--- src/rtl/uart_state_sync.sv ---
// Frame receiver for the tagged 16-bit UART word stream: checks per-frame XOR
// checksums and commits decoded game state to the drawing stages on vblank.
module uart_state_sync #(
  parameter int unsigned GAP_TIMEOUT  = 1024,
  parameter int unsigned LINK_TIMEOUT = 4000000
) (
  input  logic        clk,
  input  logic        rst,
  input  logic [15:0] word_in,
  input  logic        word_valid,
  input  logic        vblnk,
  output logic [11:0] pl1_posx,
  output logic [11:0] pl1_posy,
  output logic [11:0] ball_posx,
  output logic [11:0] ball_posy,
  output logic [3:0]  pl1_score,
  output logic [3:0]  pl2_score,
  output logic        flag_point,
  output logic        end_game,
  output logic        state_updated,
  output logic        link_ok,
  output logic [7:0]  frame_err_cnt
);
  localparam int unsigned GAP_W  = (GAP_TIMEOUT > 2) ? $clog2(GAP_TIMEOUT) : 1;
  localparam int unsigned LINK_W = $clog2(LINK_TIMEOUT + 1);
  localparam logic [GAP_W-1:0]  GAP_LAST = GAP_W'(GAP_TIMEOUT - 1);
  localparam logic [LINK_W-1:0] LINK_MAX = LINK_W'(LINK_TIMEOUT);

  localparam logic [3:0] TAG_START = 4'hE;
  localparam logic [3:0] TAG_END   = 4'hF;

  typedef enum logic {HUNT, COLLECT} state_t;

  typedef struct packed {
    logic [11:0] px;
    logic [11:0] py;
    logic [11:0] bx;
    logic [11:0] by;
    logic [3:0]  s1;
    logic [3:0]  s2;
    logic        fp;
    logic        eg;
  } game_t;

  state_t            state;
  game_t             collect, pending, committed;
  logic              pend_valid;
  logic [11:0]       acc;
  logic [GAP_W-1:0]  gap_cnt;
  logic [LINK_W-1:0] link_cnt;
  logic              seen;
  logic              vblnk_q, vblnk_qq;

  logic [3:0]  tag;
  logic [11:0] payload;
  logic        is_data;
  logic        edge_det;
  logic        frame_err;

  assign tag      = word_in[15:12];
  assign payload  = word_in[11:0];
  assign is_data  = (tag >= 4'h1) && (tag <= 4'h5);
  assign edge_det = vblnk_q & ~vblnk_qq;

  always_comb begin
    frame_err = 1'b0;
    if (state == COLLECT) begin
      if (word_valid) begin
        if (tag == TAG_END) frame_err = (payload != acc);
        else if (!is_data)  frame_err = 1'b1;
      end else begin
        frame_err = (gap_cnt == GAP_LAST);
      end
    end
  end

  // Commit runs before the parser in this block so a FRAME_END landing on the
  // commit cycle re-arms pend_valid for the next edge (later NBA wins).
  always_ff @(posedge clk or negedge rst) begin
    if (!rst) begin
      state         <= HUNT;
      collect       <= '0;
      pending       <= '0;
      committed     <= '0;
      pend_valid    <= 1'b0;
      acc           <= '0;
      gap_cnt       <= '0;
      link_cnt      <= '0;
      seen          <= 1'b0;
      vblnk_q       <= 1'b0;
      vblnk_qq      <= 1'b0;
      state_updated <= 1'b0;
      frame_err_cnt <= '0;
    end else begin
      vblnk_q       <= vblnk;
      vblnk_qq      <= vblnk_q;
      state_updated <= 1'b0;

      if (link_cnt != LINK_MAX) link_cnt <= link_cnt + LINK_W'(1);
      if (edge_det && pend_valid) begin
        committed     <= pending;
        pend_valid    <= 1'b0;
        state_updated <= 1'b1;
        link_cnt      <= '0;
        seen          <= 1'b1;
      end

      if (frame_err && (frame_err_cnt != '1)) frame_err_cnt <= frame_err_cnt + 8'd1;

      case (state)
        HUNT: begin
          if (word_valid && (tag == TAG_START)) begin
            collect <= pending;
            acc     <= '0;
            gap_cnt <= '0;
            state   <= COLLECT;
          end
        end
        COLLECT: begin
          if (word_valid) begin
            gap_cnt <= '0;
            case (tag)
              4'h1: begin collect.px <= payload; acc <= acc ^ payload; end
              4'h2: begin collect.py <= payload; acc <= acc ^ payload; end
              4'h3: begin collect.bx <= payload; acc <= acc ^ payload; end
              4'h4: begin collect.by <= payload; acc <= acc ^ payload; end
              4'h5: begin
                collect.s1 <= payload[7:4];
                collect.s2 <= payload[3:0];
                collect.fp <= payload[8];
                collect.eg <= payload[9];
                acc        <= acc ^ payload;
              end
              TAG_END: begin
                state <= HUNT;
                if (payload == acc) begin
                  pending    <= collect;
                  pend_valid <= 1'b1;
                end
              end
              TAG_START: begin
                collect <= pending;
                acc     <= '0;
              end
              default: state <= HUNT;
            endcase
          end else if (gap_cnt == GAP_LAST) begin
            state <= HUNT;
          end else begin
            gap_cnt <= gap_cnt + GAP_W'(1);
          end
        end
        default: state <= HUNT;
      endcase
    end
  end

  assign pl1_posx   = committed.px;
  assign pl1_posy   = committed.py;
  assign ball_posx  = committed.bx;
  assign ball_posy  = committed.by;
  assign pl1_score  = committed.s1;
  assign pl2_score  = committed.s2;
  assign flag_point = committed.fp;
  assign end_game   = committed.eg;
  assign link_ok    = seen && (link_cnt < LINK_MAX);
endmodule

--- config.mk ---
export PLATFORM = sky130hd
export DESIGN_NAME = uart_state_sync
export DESIGN_NICKNAME = d
export VERILOG_FILES = /design/src/rtl/uart_state_sync.sv
export SDC_FILE = /design/constraint.sdc
export NUM_CORES = 1
export LEC_CHECK = 0
export ABC_AREA = 1
export BUFFER_PORTS_ARGS = -buffer_cell sky130_fd_sc_hd__buf_2
export CORE_MARGIN = 3
export CORE_UTILIZATION = 54
export CTS_BUF_LIST = sky130_fd_sc_hd__clkbuf_16
export CTS_CLUSTER_SIZE = 8
export DETAILED_ROUTE_END_ITERATION = 6
export GPL_TIMING_DRIVEN = 0
export MAX_ROUTING_LAYER = met4
export PLACE_DENSITY = 0.76
export SETUP_SLACK_MARGIN = 0.15
export SLEW_MARGIN = 20
export SYNTH_ARGS = -nofsm -noshare
export SYNTH_HDL_FRONTEND = slang
export SYNTH_SLANG_ARGS = --single-unit
--- constraint.sdc ---
create_clock -name clk -period 1.5 [get_ports clk]
set_clock_uncertainty 0.05 [all_clocks]
set_input_delay 0.075 -clock clk [delete_from_list [all_inputs] [get_ports clk]]
set_output_delay 0.075 -clock clk [all_outputs]
set_load 0.02 [all_outputs]
# Yosys cells after proc, flatten, opt, wreduce, memory -nomap -nowiden
# Cells that the tools add are included.
# totals
word_cells,114
reg_bits,232
out_inout_bits,68
# classes
eq_ne,21
n_mux,33
addsub,3
bitwise_logic,4
n_reduce_logical,16
order_cmp,3
# op_table
op,count
$pmux 12 s2,6
$mux 58,2
$pmux 58 s2,1
$mux 22,2
$pmux 10 s2,2
$mux 10,3
$mux 12,2
$add 22x1->22 const B,1
$lt 22x22->1 const B,1
$ne 22x22->1 const B,1
$reduce_and 3->1,6
$ne 3x1->1 const B,5
$mux 1,14
$eq 12x12->1,1
$ne 12x12->1,1
$xor 12x12->12,1
$add 10x1->10 const B,1
$eq 10x10->1 const B,1
$add 8x1->8 const B,1
$eq 4x2->1 const B,2
$eq 4x3->1 const B,2
$eq 4x4->1 const B,2
$ne 8x8->1 const B,1
$reduce_or 6->1,1
other kinds (14),20

# Longest topological paths before layout
# depth
word_depth,8
ltp_mapped,11
depth_no_buf,11

# Worst setup path before layout
# No wires, ideal clock.
# synth_path
path_type,reg-to-reg
start,reg gap_cnt[0]
end,reg gap_cnt[7]
arrival_ns,1.483
stages_incl_launch_ff,9
setup_time_ns,0.126
setup_slack_ns,-0.160
synth_period_minus_slack_ns,1.660
cell_sequence,dfrtp_1 -> ha_1 -> nand3_1 -> nor3_2 -> nand4_1 -> nand2_1 -> inv_2 -> nand3_1 -> o21ai_0
# synth_between
elab_chain_len,4
# synth_lines
element,line_no,source
start: declaration,49,logic [GAP_W-1:0] gap_cnt;
start signal: assignment,150,gap_cnt <= gap_cnt + GAP_W'(1);
$add 10x1->10,150,
$mux 10,147,end else if (gap_cnt == GAP_LAST) begin
$mux 10,120,if (word_valid) begin
$pmux 10 s2,110,case (state)
# Several ways; a longest one is shown, not always the timed one. The select of a mux whose other input is x is not followed.
# A chain may end at the register's enable or synchronous reset.

# Worst setup path after layout
# layout_path
start,reg acc[0]
end,reg pending[34] (netlist bit)
# layout_between
elab_chain_len,2
# layout_lines
element,line_no,source
start: declaration,48,logic [11:0] acc;
start signal: assignment,123,4'h1: begin collect.px <= payload; acc <= acc ^ payload; end
start signal: assignment,124,4'h2: begin collect.py <= payload; acc <= acc ^ payload; end
start signal: assignment,125,4'h3: begin collect.bx <= payload; acc <= acc ^ payload; end
$eq 12x12->1,136,if (payload == acc) begin
$reduce_and 4->1 (no line),n/a,
end signal: assignment,137,pending <= collect;
end: declaration,46,"game_t collect, pending, committed;"
# Every way passes these cells.

==> results_dict.tcl <==
set metrics [dict create \
    status "finished, violations left" \
    violations "negative hold slack, negative setup slack" \
    final_core_util_pct 87.2 \
    worst_slew_pin_slew_ns 0.522 \
    cts_tree "yes" \
    via_per_inst 6.64 \
    path_clk_slew_ns 0.05 \
    n_fill_cell 691 \
    powerDensity_mw_per_mm2 1400 \
    clkLatencyLatePin_ns 0.51 \
    clockRootBuffer "clkbuf_16" \
    grt.overflow.total 0 \
    hold_ws_ns -0.587 \
    cts_sinks 232 \
    finalSetupViolCount 157 \
    start_kind "flip-flop" \
    cts-hold-fix-buffers 13 \
    r2r_slack_ns -0.73 \
    antenna_found_initial 0 \
    rr_endpoint "pending[34]" \
    vias 11200 \
    drive_gt1_share_pct 45.6 \
    place_congestion 0.891 \
    avgSynthCellArea_um2 8.54 \
    num_io_pins 88 \
    start_util_pct 55.8 \
    ys.warnings.count 0 \
    synthCells 1194 \
    fin_crit_sh_pct 149 \
    seqCellArea_mm2 0.00582 \
    ys.flop_type "dfrtp_1" \
    rows 49 \
    final_nets 1487 \
    die_x_um 143 \
    io_buffer_count 87 \
    hold_path.class "primary input to async pin" \
    core_mm2 0.0183 \
    cts_htree_levels 2 \
    drc 0 \
    grt_pass1_vias 10300 \
    path_class "flip-flop to flip-flop" \
    hold_violations 135 \
    fmax_mhz 448 \
    end_kind "flip-flop" \
    drv_slew 0 \
    layout_setup_ws_ns -0.733 \
    rr_worst_depth 12 \
    peakVddDrop_mv 1.33 \
    wire_per_inst_um 26.8 \
    num_antenna_cells 0 \
    synth_seq_cells 232 \
    synth.distinct_cells 34 \
    synth_area_mm2 0.0102 \
    rsz0062_at_grt "true" \
    synth_edf_count 0 \
    dieArea_mm2 0.0206 \
    async_reset_ff_share_pct 100 \
    ant_nets 0 \
    fp.dieH_um 143 \
    drt_pass1_iterations 7 \
    syn_to_final_growth_pct 56.2 \
    slew-limit-headroom_pct 65.2 \
    dpl_worst_slack_ns -0.623 \
    clock_path_buffers 3 \
    required_ns 1.88 \
    wirelength_mm 45.4 \
    worstPathArrival_ns 2.61 \
    cap_viol_max_count 0 \
    multi_input_area_mm2 0.00526 \
    cts_made_buffers 34 \
    grt_pass1_wl_mm 56.0 \
    finalCriticalPeriod_ns 2.23 \
    grt_max_degree 100 \
    synth.net_count 1218 \
    initialDrtViolationCount 1653 \
    dp_hpwl_mm 17.2 \
    reg2reg_from "acc[0]" \
    gr-usage-all-layers_pct 36.2 \
    p_leak_nw 7.55 \
    layout_common_cells "dfrtp_1, inv_1, nand2_1" \
    layout_commonest_cell "dfrtp_1" \
    crit_path_max_fanout 5 \
    yosysSeqAreaShare_pct 56.9 \
]
==> worst max-delay path, stage by stage, from the launching register on <==
cell and delay, ns:
dfrtp_1 0.40, inv_1 0.11, nand2_1 0.12, nand2_1 0.12, nand2_1 0.07, nor2_1 0.14, nand3_2 0.23, nor2_4 0.22
buf_4 0.14, buf_6 0.10, bufbuf_16 0.25, nor2_1 0.06, a21oi_2 0.14
==> synth_stat cells, types with 2 or more instances <==
library cell  instances  area, µm²
ha_1                  4       50.1
nand3_1              38        190
inv_2                 3       11.3
nor2_1              114        428
buf_6                 2       22.5
dfrtp_1             232       5810
nor3_1               10       50.1
nor3b_1               2       15.0
inv_1               170        638
xor2_1                8       70.1
o21ai_1               5       25.0
a21oi_1              81        405
o21ai_0             185        926
buf_2                13       65.1
nand2_1             237        890
xnor2_1               9       78.8
clkbuf_1             23       86.3
or2_2                 4       25.0
a31oi_1               2       12.5
nand4_1              20        125
nand3_2               2       20.0
nand3b_1              5       37.5
a21oi_2               2       17.5
nand2_2               4       25.0
buf_4                10       75.1
==> flip-flops by register name (all words and copies together), names as in the netlist, 4 cells and up <==
| signal | cells |
|---|---|
| collect | 58 |
| pending | 58 |
| link_cnt | 22 |
| acc | 12 |
| ball_posx | 12 |
| ball_posy | 12 |
| pl1_posx | 12 |
| pl1_posy | 12 |
| gap_cnt | 10 |
| frame_err_cnt | 8 |
| pl1_score | 4 |
| pl2_score | 4 |
==> per-layer routing <==
metal  up-vias  track usage, %  part of all wire (%)  wire length, µm
met2      1130            55.7                    45            20400
met4         0            20.2                   9.6             4370
met5         -               -                     0                0
met1      5335            44.3                    33            15100
li1       4372               -                     -                -
met3       404            8.42                    12             5530
==> layout make-up <==
class                      count  area share (%)
buffer                        47            4.68
clock buffer                  35            5.50
clock inverter                 1          0.0550
inverter                     173            4.14
multi-input combinational    741            33.1
sequential                   232            36.5
tap                          229            1.80
timing repair buffer         233            14.2
timing repair inverter         1          0.0471
==> worst max-delay path by stage <==
stage,startpoint,endpoint,cells past startpoint
6_report,acc[0],pending[34],12
5_1_grt,acc[0],pending[20],12
4_1_cts,link_cnt[13],link_ok,5
3_5_place_dp,vblnk_q,ball_posx[7],7
3_3_place_gp,rst,acc[7],1
2_1_floorplan,gap_cnt[0],gap_cnt[7],8
==> cells by family after synthesis <==
kind of cell    after synthesis  synth area share, %
compound gates              278                 14.1
xor+xnor                     17                 1.46
fa+ha+maj                     4                0.491
buf+inv                     221                 8.81
flops                       232                 56.9
simple gates                442                 18.2
==> power breakdown <==
part | total [mW] | switching (mW) | internal (mW)
registers | 7.91 | 0.705 | 7.20
clock network | 6.94 | 2.84 | 4.09
logic | 7.48 | 4.43 | 3.05
total | 22.3 | 7.97 | 14.3
==> timing repair <==
action,in CTS,in global routing
setup endpoints to repair,230,228
gates resized for setup,425,310
setup buffers,85,23
gates cloned,24,2
endpoints found under the hold margin,167,135
pin swaps,70,51
==> stage by stage <==
stage                     instance area [µm²]  setup TNS [ns]  std cells  total power [mW]
after detailed placement                11400          -73.33       1512              11.0
after global placement                  11300         -934.85       1510              10.8
after CTS                               14800          -17.25       1669              20.1
after global routing                    15900          -58.06       1692              22.7
final                                   15900          -56.55       1692              22.3
after floorplan                         10600           -2.87       1194              9.89
(Power assumes the default switching activity.)
